### src/rtl/video_sync_monitor.sv
// Sync timing monitor: measures line/frame lengths, locks after consecutive good frames, forwards syncs + composite sync.
// Latency: one clk from a pix_en-qualified input sample to the registered outputs.
// Backpressure: none; pix_en low freezes every register, RGB is blanked to black whenever timing is not locked.
module video_sync_monitor #(
   parameter int H_TOTAL     = 381,
   parameter int V_TOTAL     = 262,
   parameter int LOCK_FRAMES = 4,
   parameter bit SYNC_HIGH   = 1'b1
) (
   input  logic       clk,
   input  logic       reset,
   input  logic       pix_en,
   input  logic       hsync_in,
   input  logic       vsync_in,
   input  logic [2:0] rgb_in,
   output logic       hsync_out,
   output logic       vsync_out,
   output logic       csync_out,
   output logic [2:0] rgb_out,
   output logic       locked,
   output logic [9:0] line_len,
   output logic [9:0] frame_lines
);

   localparam logic [10:0] H_LEN     = 11'(H_TOTAL);
   localparam logic [9:0]  V_LINES   = 10'(V_TOTAL);
   localparam logic [3:0]  LOCK_N    = 4'(LOCK_FRAMES);
   localparam logic [9:0]  CNT_MAX   = 10'h3FF;
   localparam logic        SYNC_IDLE = ~SYNC_HIGH;

   typedef enum logic [1:0] {SEARCH, VERIFY, LOCKED} state_t;

   state_t      state, state_nxt;
   logic [3:0]  good, good_nxt;
   logic [9:0]  hcnt, vcnt;
   logic        hs_prev, vs_prev;
   logic        line_err;

   logic        hs_n, vs_n;
   logic        hedge, vedge;
   logic [10:0] line_meas;
   logic        line_bad;
   logic        hcnt_sat, vcnt_sat;
   logic        frame_good;

   // Syncs are handled active-high internally; edges are judged against the previous pixel sample.
   assign hs_n       = SYNC_HIGH ? hsync_in : ~hsync_in;
   assign vs_n       = SYNC_HIGH ? vsync_in : ~vsync_in;
   assign hedge      = hs_n & ~hs_prev;
   assign vedge      = vs_n & ~vs_prev;
   assign line_meas  = {1'b0, hcnt} + 11'd1;
   assign line_bad   = hedge && (line_meas != H_LEN);
   assign hcnt_sat   = (hcnt == CNT_MAX);
   assign vcnt_sat   = (vcnt == CNT_MAX);
   // The hedge coinciding with a vedge belongs to the new frame, so the closing frame is judged on line_err as stored.
   assign frame_good = (vcnt == V_LINES) && !line_err;
   assign locked     = (state == LOCKED);

   // Lock state register and good-frame counter.
   always_ff @(posedge clk) begin
      if (!reset) begin
         state <= SEARCH;
         good  <= 4'd0;
      end else begin
         state <= state_nxt;
         good  <= good_nxt;
      end
   end

   // Next-state: arm on a vedge, count consecutive good frames, drop on any timing violation or lost hsync.
   always_comb begin
      state_nxt = state;
      good_nxt  = good;
      if (pix_en) begin
         if (hcnt_sat) begin
            state_nxt = SEARCH;
         end else begin
            case (state)
               SEARCH: begin
                  if (vedge) begin
                     state_nxt = VERIFY;
                     good_nxt  = 4'd0;
                  end
               end
               VERIFY: begin
                  if (vedge) begin
                     if (frame_good) begin
                        good_nxt = good + 4'd1;
                        if ((good + 4'd1) == LOCK_N) state_nxt = LOCKED;
                     end else begin
                        good_nxt = 4'd0;
                     end
                  end
               end
               LOCKED: begin
                  if (line_bad || (vcnt > V_LINES) || (vedge && (vcnt != V_LINES)))
                     state_nxt = SEARCH;
               end
               default: state_nxt = SEARCH;
            endcase
         end
      end
   end

   // Pixel/line counters, measurements and the per-frame line error flag.
   always_ff @(posedge clk) begin
      if (!reset) begin
         hs_prev     <= 1'b0;
         vs_prev     <= 1'b0;
         hcnt        <= 10'd0;
         vcnt        <= 10'd0;
         line_len    <= 10'd0;
         frame_lines <= 10'd0;
         line_err    <= 1'b0;
      end else if (pix_en) begin
         hs_prev <= hs_n;
         vs_prev <= vs_n;
         if (hedge) begin
            line_len <= line_meas[9:0];
            hcnt     <= 10'd0;
         end else if (!hcnt_sat) begin
            hcnt <= hcnt + 10'd1;
         end
         if (vedge) begin
            frame_lines <= vcnt;
            vcnt        <= hedge ? 10'd1 : 10'd0;
            line_err    <= line_bad;
         end else begin
            if (hedge && !vcnt_sat) vcnt <= vcnt + 10'd1;
            if (line_bad) line_err <= 1'b1;
         end
      end
   end

   // Registered sync/RGB outputs; RGB passes only if the state was LOCKED before this sample.
   always_ff @(posedge clk) begin
      if (!reset) begin
         hsync_out <= SYNC_IDLE;
         vsync_out <= SYNC_IDLE;
         csync_out <= SYNC_IDLE;
         rgb_out   <= 3'b000;
      end else if (pix_en) begin
         hsync_out <= hsync_in;
         vsync_out <= vsync_in;
         csync_out <= SYNC_HIGH ? (hs_n ^ vs_n) : ~(hs_n ^ vs_n);
         rgb_out   <= (state == LOCKED) ? rgb_in : 3'b000;
      end
   end

endmodule

### config.mk
export PLATFORM = sky130hd
export DESIGN_NAME = video_sync_monitor
export DESIGN_NICKNAME = d
export VERILOG_FILES = /design/src/rtl/video_sync_monitor.sv
export SDC_FILE = /design/constraint.sdc
export NUM_CORES = 1
export LEC_CHECK = 0
export ABC_AREA = 1
export CORE_MARGIN = 2
export CORE_UTILIZATION = 51
export CTS_BUF_LIST = sky130_fd_sc_hd__clkbuf_8
export DETAILED_ROUTE_END_ITERATION = 8
export GPL_TIMING_DRIVEN = 0
export PLACE_DENSITY_LB_ADDON = 0.1
export SLEW_MARGIN = 30
export SYNTH_ARGS = -nofsm -noshare
export SYNTH_HDL_FRONTEND = slang
export SYNTH_SLANG_ARGS = --single-unit
### constraint.sdc
create_clock -name clk -period 1.6 [get_ports clk]
set_clock_uncertainty 0.15 [all_clocks]
set_input_delay 0.24 -clock clk [delete_from_list [all_inputs] [get_ports clk]]
set_output_delay 0.24 -clock clk [all_outputs]
set_load 0.02 [all_outputs]
=== Word-level counts from Yosys, hierarchy flattened ===
Index checks and enable logic that the tools add are counted.

* Flip-flop bits (word level): 53
* Bits of input ports: 8
* Output and inout port bits: 27
* Word-level logic and storage cells: 76

* Add/subtract/negate cells: 4
* Magnitude comparators: 1
* Eq/ne operators: 16
* Multiplexer cells: 19
* Bitwise logic cells: 6
* Reductions and logical operators: 19

{| class="wikitable"
|+ Operators with widths
! operator !! count
|-
| two-way mux 10 bit || 4
|-
| adder 10 x 1 -> 10 bit (second input constant) || 2
|-
| equality test 10 bit (second input constant) || 2
|-
| two-way mux 2 bit || 6
|-
| two-way mux 4 bit || 3
|-
| inequality test 3 bit (second input constant) || 4
|-
| adder 10 x 1 -> 11 bit (second input constant) || 1
|-
| inequality test 11 x 9 -> 1 bit (second input constant) || 1
|-
| equality test 10 x 9 -> 1 bit (second input constant) || 1
|-
| > comparator 10 x 9 -> 1 bit (second input constant) || 1
|-
| inequality test 10 x 9 -> 1 bit (second input constant) || 1
|-
| AND reduction 2 bit || 5
|-
| case mux 4 bit (2 select lines) || 1
|-
| inequality test 2 bit (second input constant) || 3
|-
| case mux 2 bit (3 select lines) || 1
|-
| AND reduction 6 bit || 1
|-
| nonzero test 2 bit || 3
|-
| AND reduction 5 bit || 1
|-
| adder 4 x 1 -> 4 bit (second input constant) || 1
|-
| equality test 4 x 3 -> 1 bit (second input constant) || 1
|-
| logical AND 1 bit || 4
|-
| two-way mux 1 bit || 3
|-
| two-way mux 3 bit || 1
|-
| inequality test 3 x 1 -> 1 bit (second input constant) || 1
|-
| other kinds (8) || 13
|}

=== Depth between registers and ports, before layout ===
* Depth after elaboration: 8
* Gate-level depth with buffers: 14
* Gate-level depth less buffers: 14

=== Worst setup path before layout ===
Ideal clock, no wire load.

* Kind: reg-to-reg
* Start: register hcnt[1]
* End: register state[0]
* Library setup time: 0.115 ns
* Data arrival time: 1.465 ns
* Required time: 1.335 ns
* Slack: -0.130 ns
* Stages on the path, launching flop included: 13
* Path buffers: 0
* Clock period less this slack: 1.730 ns
* Path through: dfxtp_1 ha_1 nand2_2 inv_2 nand3_2 inv_2 nand2_2 nand3_1 nand2_1 nor2_1 nand3_1 nand2_1 nor2_1

* Word-level cells in the longest chain between the ends: 7
* Elaborated cells on any way between the ends: 13
* Classes of those cells: 1 x add/sub; 7 x eq/ne; 1 x mux; 4 x reduce/logical

{| class="wikitable"
|+ RTL lines
! element !! line !! source
|-
| start: declaration || 35 || <nowiki>logic [9:0] hcnt, vcnt;</nowiki>
|-
| start signal: assignment || 122 || <nowiki>hcnt <= hcnt + 10'd1;</nowiki>
|-
| adder 10 x 1 -> 11 bit || 51 || <nowiki>assign line_meas = {1'b0, hcnt} + 11'd1;</nowiki>
|-
| inequality test 11 x 9 -> 1 bit || 52 || <nowiki>assign line_bad = hedge && (line_meas != H_LEN);</nowiki>
|-
| logical AND 1 bit || 52 ||
|-
| logical OR 1 bit (2 in series) || 96 || <nowiki>if (line_bad || (vcnt > V_LINES) || (vedge && (vcnt != V_LINES)))</nowiki>
|-
| inequality test 3 x 1 -> 1 bit (no line) || -- ||
|-
| AND reduction 6 bit (no line) || -- ||
|-
| end signal: assignment || 65 || <nowiki>state <= state_nxt;</nowiki>
|-
| end: declaration || 33 || <nowiki>state_t state, state_nxt;</nowiki>
|}

Parallel ways exist; a longest one is shown, timed or not.
A chain may end at the register's enable or synchronous reset.

=== Worst setup path in the final report ===
* Start: register hcnt[0]
* End: register state[1]

Same word-level chain as after synthesis.

==> metrics.yaml <==
fin_crit_ns: 1.84
hold_viol: 0
drt_iter0_drc: 253
dpl-instance-area_um2: 3020
setup_viol: 27
viasPerCell: 5.50
pwr_density_cell_nw_per_um2: 792
syn_area_per_cell_um2: 6.98
drive_gt1_share_pct: 27.4
criticalPathCategory: "flip-flop to flip-flop"
insertion_delay_ns: 0.31
dp_hpwl_um: 4380
grt_max_degree: 16
grt_pass1_wl_um: 11000
drtPass1Iterations: 5
critPathRequiredTime_ns: 1.66
synth-compound-area-share_pct: 16.7
hold_depth: 2
fin_nets: 442
numPortBuffers: 34
rows: 25
final.period_utilization_pct: 115
cts-root-buf: "clkbuf_8"
violations: "negative setup slack"
worst_slack_ns: -0.235
arrival_ns: 1.90
status: "complete, but fails checks"
clk_path_buf_depth: 2
clock-sinks: 53
cts.clk_slew.worst_paths_ns: 0.09
ys_seq_area_share_pct: 41.4
synth_area_leaders: "dfxtp_1 (41%), nand2_1 (12%), a21oi_1 (7.6%)"
wl_per_cell_um: 14.7
hold_class: "flip-flop to flip-flop"
antenna_found_initial: 0
hold_ws_ns: 0.326
syn2layout_area_growth_pct: 39.6
rsz0062_at_grt: "true"
synth-simple-area-share_pct: 29.7
synth_cell_types: 25
synthXorXnorAreaFrac_pct: 1.37
syn_area_um2: 2560
fmax_mhz: 545
critPathTopFamily: "simple AND/OR/NAND/NOR gates"
max-cap-violations: 0
die_area_um2: 5610
grt_pass1_vias: 2435
vdd_drop_max_mv: 0.484
synthMuxAreaShare_pct: 0
drtAntennaViolNets: 0
instances_no_fill: 497
final_cell_mix: "nand2_1 (70), dfxtp_1 (45), inv_1 (37)"
n_antenna_cell: 0
worstMarginPinSlew_ns: 0.619
syn_nets: 380
maxSlewHeadroom_pct: 58.6
reg2reg_depth: 12
yosysTopAreaCell: "dfxtp_1"
max_stage_delay_ns: 0.41
slew_violations: 0
power_mw: 2.83
die_y_um: 74.9
leakage_nw: 1.49
fin_area_um2: 3580
track_usage_pct: 25.3
drt-total-wl_um: 7290
synth_top_family_by_area: "simple AND/OR/NAND/NOR gates"
coreArea_um2: 4790
cp.depth: 12
start_kind: "flip-flop"
ys_ff_latch: 53
cp_max_fo: 5
tritoncts: "built"
end_kind: "flip-flop"
yosysTopAreaCellShare_pct: 41.4
num_vias: 2733
cp_num_buf_inv: 2
ioPinCount: 35
synth_fa_ha_area_share_pct: 2.44
grt-ovfl-total: 0
final_common_cell: "nand2_1"
die_w_um: 74.9
path_cells: "ha_4, nand2_4, inv_4, nand3_4, inv_4, nand3_2, nand2_2, nand3_2, nand2_2, nand2_4, a21oi_2, nor2_1"
start_util_pct: 53.5
htreeDepth: 2
ys_warn_count: 0
gp_congestion: 0.878
cts_buffers: 5
drc: 0
syn-instance-count: 367
dpl.cell_count: 468
cp_slowest_cell: "dfxtp_4"
-- synth_stat cells (all sizes together) --
cell type  count
nand2         92
a21oi         39
nand3         29
nor2          32
clkbuf         6
nor3           8
clkinv         1
ha             5
a221oi         1
o21ai         33
nand3b         1
xor2           4
nand4          6
dfxtp         53
inv           45
a31oi          8
o221ai         1
buf            3
-- stage by stage --
stage / util [%] / setup slack [ns] / TNS, ns
floorplan: - / -0.0229 / -0.0398
global placement: 63.2 / -0.659 / -23.88
CTS: 69.6 / -0.149 / -1.90
global route: 74.7 / -0.357 / -5.42
finish: 74.7 / -0.235 / -3.23
detailed placement: 63.2 / -0.688 / -24.91
-- area by class of cell --
type                    instances  area (µm²)
repair inverters                1        7.51
multi-input cells             260        1580
inverters                      46         195
repair buffers                 53         449
well taps                      67        83.8
fillers                       368        1210
clock inverters                 2        33.8
flip-flops and latches         53        1080
clock buffers                   6        82.6
plain buffers                   9        58.8
-- cell families (layout without fill, tap and decap cells) --
kind of cell / count (synthesis) / after routing
buffers and inverters: 55 / 117
XOR/XNOR: 4 / 4
AND/OR/NAND/NOR: 168 / 169
adder cells (fa/ha/maj): 5 / 5
AO/OA/AOI/OAI: 82 / 82
flip-flops: 53 / 53
-- flip-flops by register name, summed over array words and instances, names as in the netlist --
register and count:
rgb_out 3, line_err 1, vsync_out 1, line_len 10, state 2, hsync_out 1, hcnt 10, frame_lines 10
vcnt 10, csync_out 1, good 4
-- routing by layer --
layer | GRT usage [%] | share of wire [%]
met1 | 34.5 | 44
met2 | 40.0 | 47
met3 | 5.62 | 6.6
met4 | 8.13 | 1.9
met5 | 0 | 0
-- worst min-delay path, delay by kind of cell (launching register included) --
kind | cells | cell delay, ns
flops | 1 | 0.32
simple gates | 1 | 0.06
compound gates | 1 | 0.05
-- power by group --
part           switching (mW)  internal (mW)
clock                   0.438          0.504
sequential             0.0470           1.37
combinational           0.298          0.173
-- path summary, 6_finish.rpt --
check                                  from          end  slack, ns
worst min-delay path            line_len[1]  line_len[1]       0.33
worst min register to register  line_len[1]  line_len[1]       0.33
worst max-delay path                hcnt[0]     state[1]      -0.24
worst max register to register      hcnt[0]     state[1]      -0.24
-- timing repair --
item                                   CTS  global route
buffers inserted                         9             9
gates cloned                             2             1
setup endpoints to repair               74            43
endpoints found under the hold margin    0             0
resized for setup                       72            56
hold buffers                             0             0
pin swaps                               10             6
Note: power is estimated with default switching activity, not from simulation.
==> variant (same flow settings) <==
Change the parameter `SYNC_HIGH` from 1'b1 to 1'b0.
--- a/src/rtl/video_sync_monitor.sv
+++ b/src/rtl/video_sync_monitor.sv
@@ -5,7 +5,7 @@
    parameter int H_TOTAL     = 381,
    parameter int V_TOTAL     = 262,
    parameter int LOCK_FRAMES = 4,
-   parameter bit SYNC_HIGH   = 1'b1
+   parameter bit SYNC_HIGH   = 1'b0
 ) (
    input  logic       clk,
    input  logic       reset,
Function: changed (a bounded check fails within 4 cycles, from zero or initial values and one cycle with reset low).
==> variant against the original RTL <==
The run still ends with setup timing left. Sequential cell count grew 2. Worst setup slack lost 0.077 ns. Sequential power grew 3%. Sequential share of layout area shrank 1.9 points. Wire length grew 26%. Synthesized area grew 3.7%. Maximum frequency shrank 4.0%. Power grew 2.0%. Cell area grew 12%. Non-clock buffer count grew 27. Largest power group unchanged.
==> variant: results (changes against the original RTL) <==
logic_synthesis:
  syn_nets: 381  # +0.26%
  yosys_warnings: 0  # unchanged
  synth_common_cells: "80 x nand2_1, 55 x dfxtp_1, 44 x a21oi_1"
  yosysUniqueCellTypes: 30  # +20%
  synthArstFlopShare_pct: 0  # unchanged
  yosysSeqAreaShare_pct: 41.4  # about the same
  syn_avg_cell_area_um2: 7.24  # +3.7%
  synth.area.top_cells: "dfxtp_1 41%, nand2_1 11%, a21oi_1 8.3%"
pwr:
  power.internal_w: 0.00199  # -2.8%
  ir_worst_vdd_v: 0.000509  # +5.3%
  power.leakage_nw: 1.72  # +16%
routing:
  vias_per_cell: 5.82  # +5.8%
  drtPass1Iterations: 5  # unchanged
  drt-initial-drc-count: 242  # -4.3%
  finalWirelength_mm: 9.20  # +26%
  via_count: 3054  # +12%
timing:
  max_slew.worst_pin.slew_ns: 0.723  # +0.104 ns
  whs_ns: 0.222  # -0.104 ns
  setup_ws_ns: -0.312  # -0.0769 ns
  min_period_ns: 1.91  # +0.0769 ns
  setup_viol: 28  # +3.7%
  setup_tns_ns: -4.87  # -1.65 ns
placed_design:
  port_buffers: 33  # -2.9%
  place_ws_ns: -0.684  # +0.00357 ns
  placed_cells: 470  # +0.43%
  place_area_um2: 3110  # +2.7%
  gp_congestion: 0.917  # +4.4%
  dpl.hpwl_mm: 4.63  # +5.7%
finish:
  drive_gt1_share_pct: 41.8  # +14 points
  fillers: 321  # -13%
  antenna-diode-count: 0  # unchanged
cts:
  root_buffer: "clkbuf_8"
  cts.clk_slew.worst_paths_ns: 0.10
  h-tree-depth: 2  # unchanged
  clock_path_buffers: 2  # unchanged
  clk_latency_ns: 0.33  # +0.02 ns
worst_setup_path:
  cp.arrival_ns: 1.99  # +0.09 ns
  cp_slowest_cell: "dfxtp_2"
  critPathMaxStageDelay_ns: 0.36  # -0.05 ns
  timing.rr.start: "hcnt[5]"
  r2r_end: "state[0]"
  r2r_cells: 12  # unchanged
  path_delay_family: "simple AND/OR/NAND/NOR gates"
  crit_fanout: 4  # -1
global_route:
  antenna_found_initial: 0  # unchanged
  grt_pass1_vias: 2802  # +15%
  grt_pass1_wl_mm: 13.2  # +21%
  track_usage_pct: 28.4  # +3.1 points
  grt_max_degree: 18  # +2
hold_path:
  hold_start: "reset"
  whs_endpoint: "line_len[3]"
  min-delay-path-class: "in -> reg"
  holdPathStages: 3  # +1
status:
  status: "complete, but fails checks"
  violations: "setup timing"
==> variant: changes by cell type after synthesis, sizes merged, moves of 3 or more <==
cell    unedited run  this run
o21ai             33        30
nand2             92        85
a211oi             0         3
nand4              6         9
nor2              32        26
a21oi             39        44
==> variant: worst max path at each step <==
| stage | cells past startpoint | start | slack (ns) | to |
|---|---|---|---|---|
| 3_3_place_gp | 7 | hsync_in | -0.64 | line_len[8] |
| 5_1_grt | 13 | hcnt[5] | -0.35 | state[1] |
| 4_1_cts | 13 | hcnt[0] | -0.14 | state[1] |
| 3_5_place_dp | 11 | hsync_in | -0.68 | vcnt[5] |
| 2_1_floorplan | 10 | vcnt[1] | 0.006 | vcnt[3] |
| 6_report | 12 | hcnt[5] | -0.31 | state[0] |
==> variant: power by group through the flow <==
| stage | combinational, W | sequential (W) | clock, W |
|---|---|---|---|
| 2_1_floorplan | 0.000198 | 0.00154 | 0 |
| 5_1_grt | 0.000612 | 0.00147 | 0.000887 |
| 6_report | 0.000575 | 0.00146 | 0.000848 |
| 4_1_cts | 0.000502 | 0.00146 | 0.000833 |
| 3_3_place_gp | 0.000398 | 0.00150 | 0 |
| 3_5_place_dp | 0.000405 | 0.00150 | 0 |
==> variant: final cells by class <==
type                       count  area [µm²]  share of cell area (%)
multi-input combinational    257        1760                    43.7
sequential                    55        1140                    28.4
timing repair buffer          78         654                    16.3
inverter                      44         190                    4.73
tap                           70        87.6                    2.18
clock buffer                   6        82.6                    2.05
buffer                        11        68.8                    1.71
timing repair inverter         2        23.8                   0.591
clock inverter                 2        16.3                   0.404
==> variant: worst register-to-register path, stage by stage (launching register included) <==
cell and delay, ns:
dfxtp_2 0.36, buf_4 0.12, nand2_1 0.09, nor2_2 0.15, nand2_1 0.10, nand2_1 0.11, nand2_2 0.10, nor2_2 0.15
nand3_2 0.13, nand2_2 0.11, nand2_4 0.07, a21oi_2 0.13, nor2_1 0.06
==> variant: cells by family (layout without fill, tap and decap cells) <==
family / Yosys count / in the layout / synth area share [%]
AND/OR/NAND/NOR: 160 / 160 / 28.9
AO/OA/AOI/OAI: 87 / 87 / 17.3
flip-flops: 55 / 55 / 41.4
buffers and inverters: 55 / 143 / 8.24
adder cells (fa/ha/maj): 6 / 6 / 2.82
XOR/XNOR: 4 / 4 / 1.32
==> variant: repair_timing <==
action / in CTS / in global routing
gates resized for setup: 139 / 55
pin swaps: 34 / 14
setup endpoints to repair: 74 / 37
gates cloned: 3 / 0
hold buffers: 0 / 0
setup buffers: 34 / 10
==> variant: metal layers <==
metal | wire [µm] | vias to the layer above | global-route usage (%)
met4 | 424 | 0 | 12.4
met5 | 0 | - | 0
met3 | 498 | 43 | 5.33
met2 | 4560 | 146 | 50.4
met1 | 3720 | 1474 | 33.4
li1 | - | 1391 | -
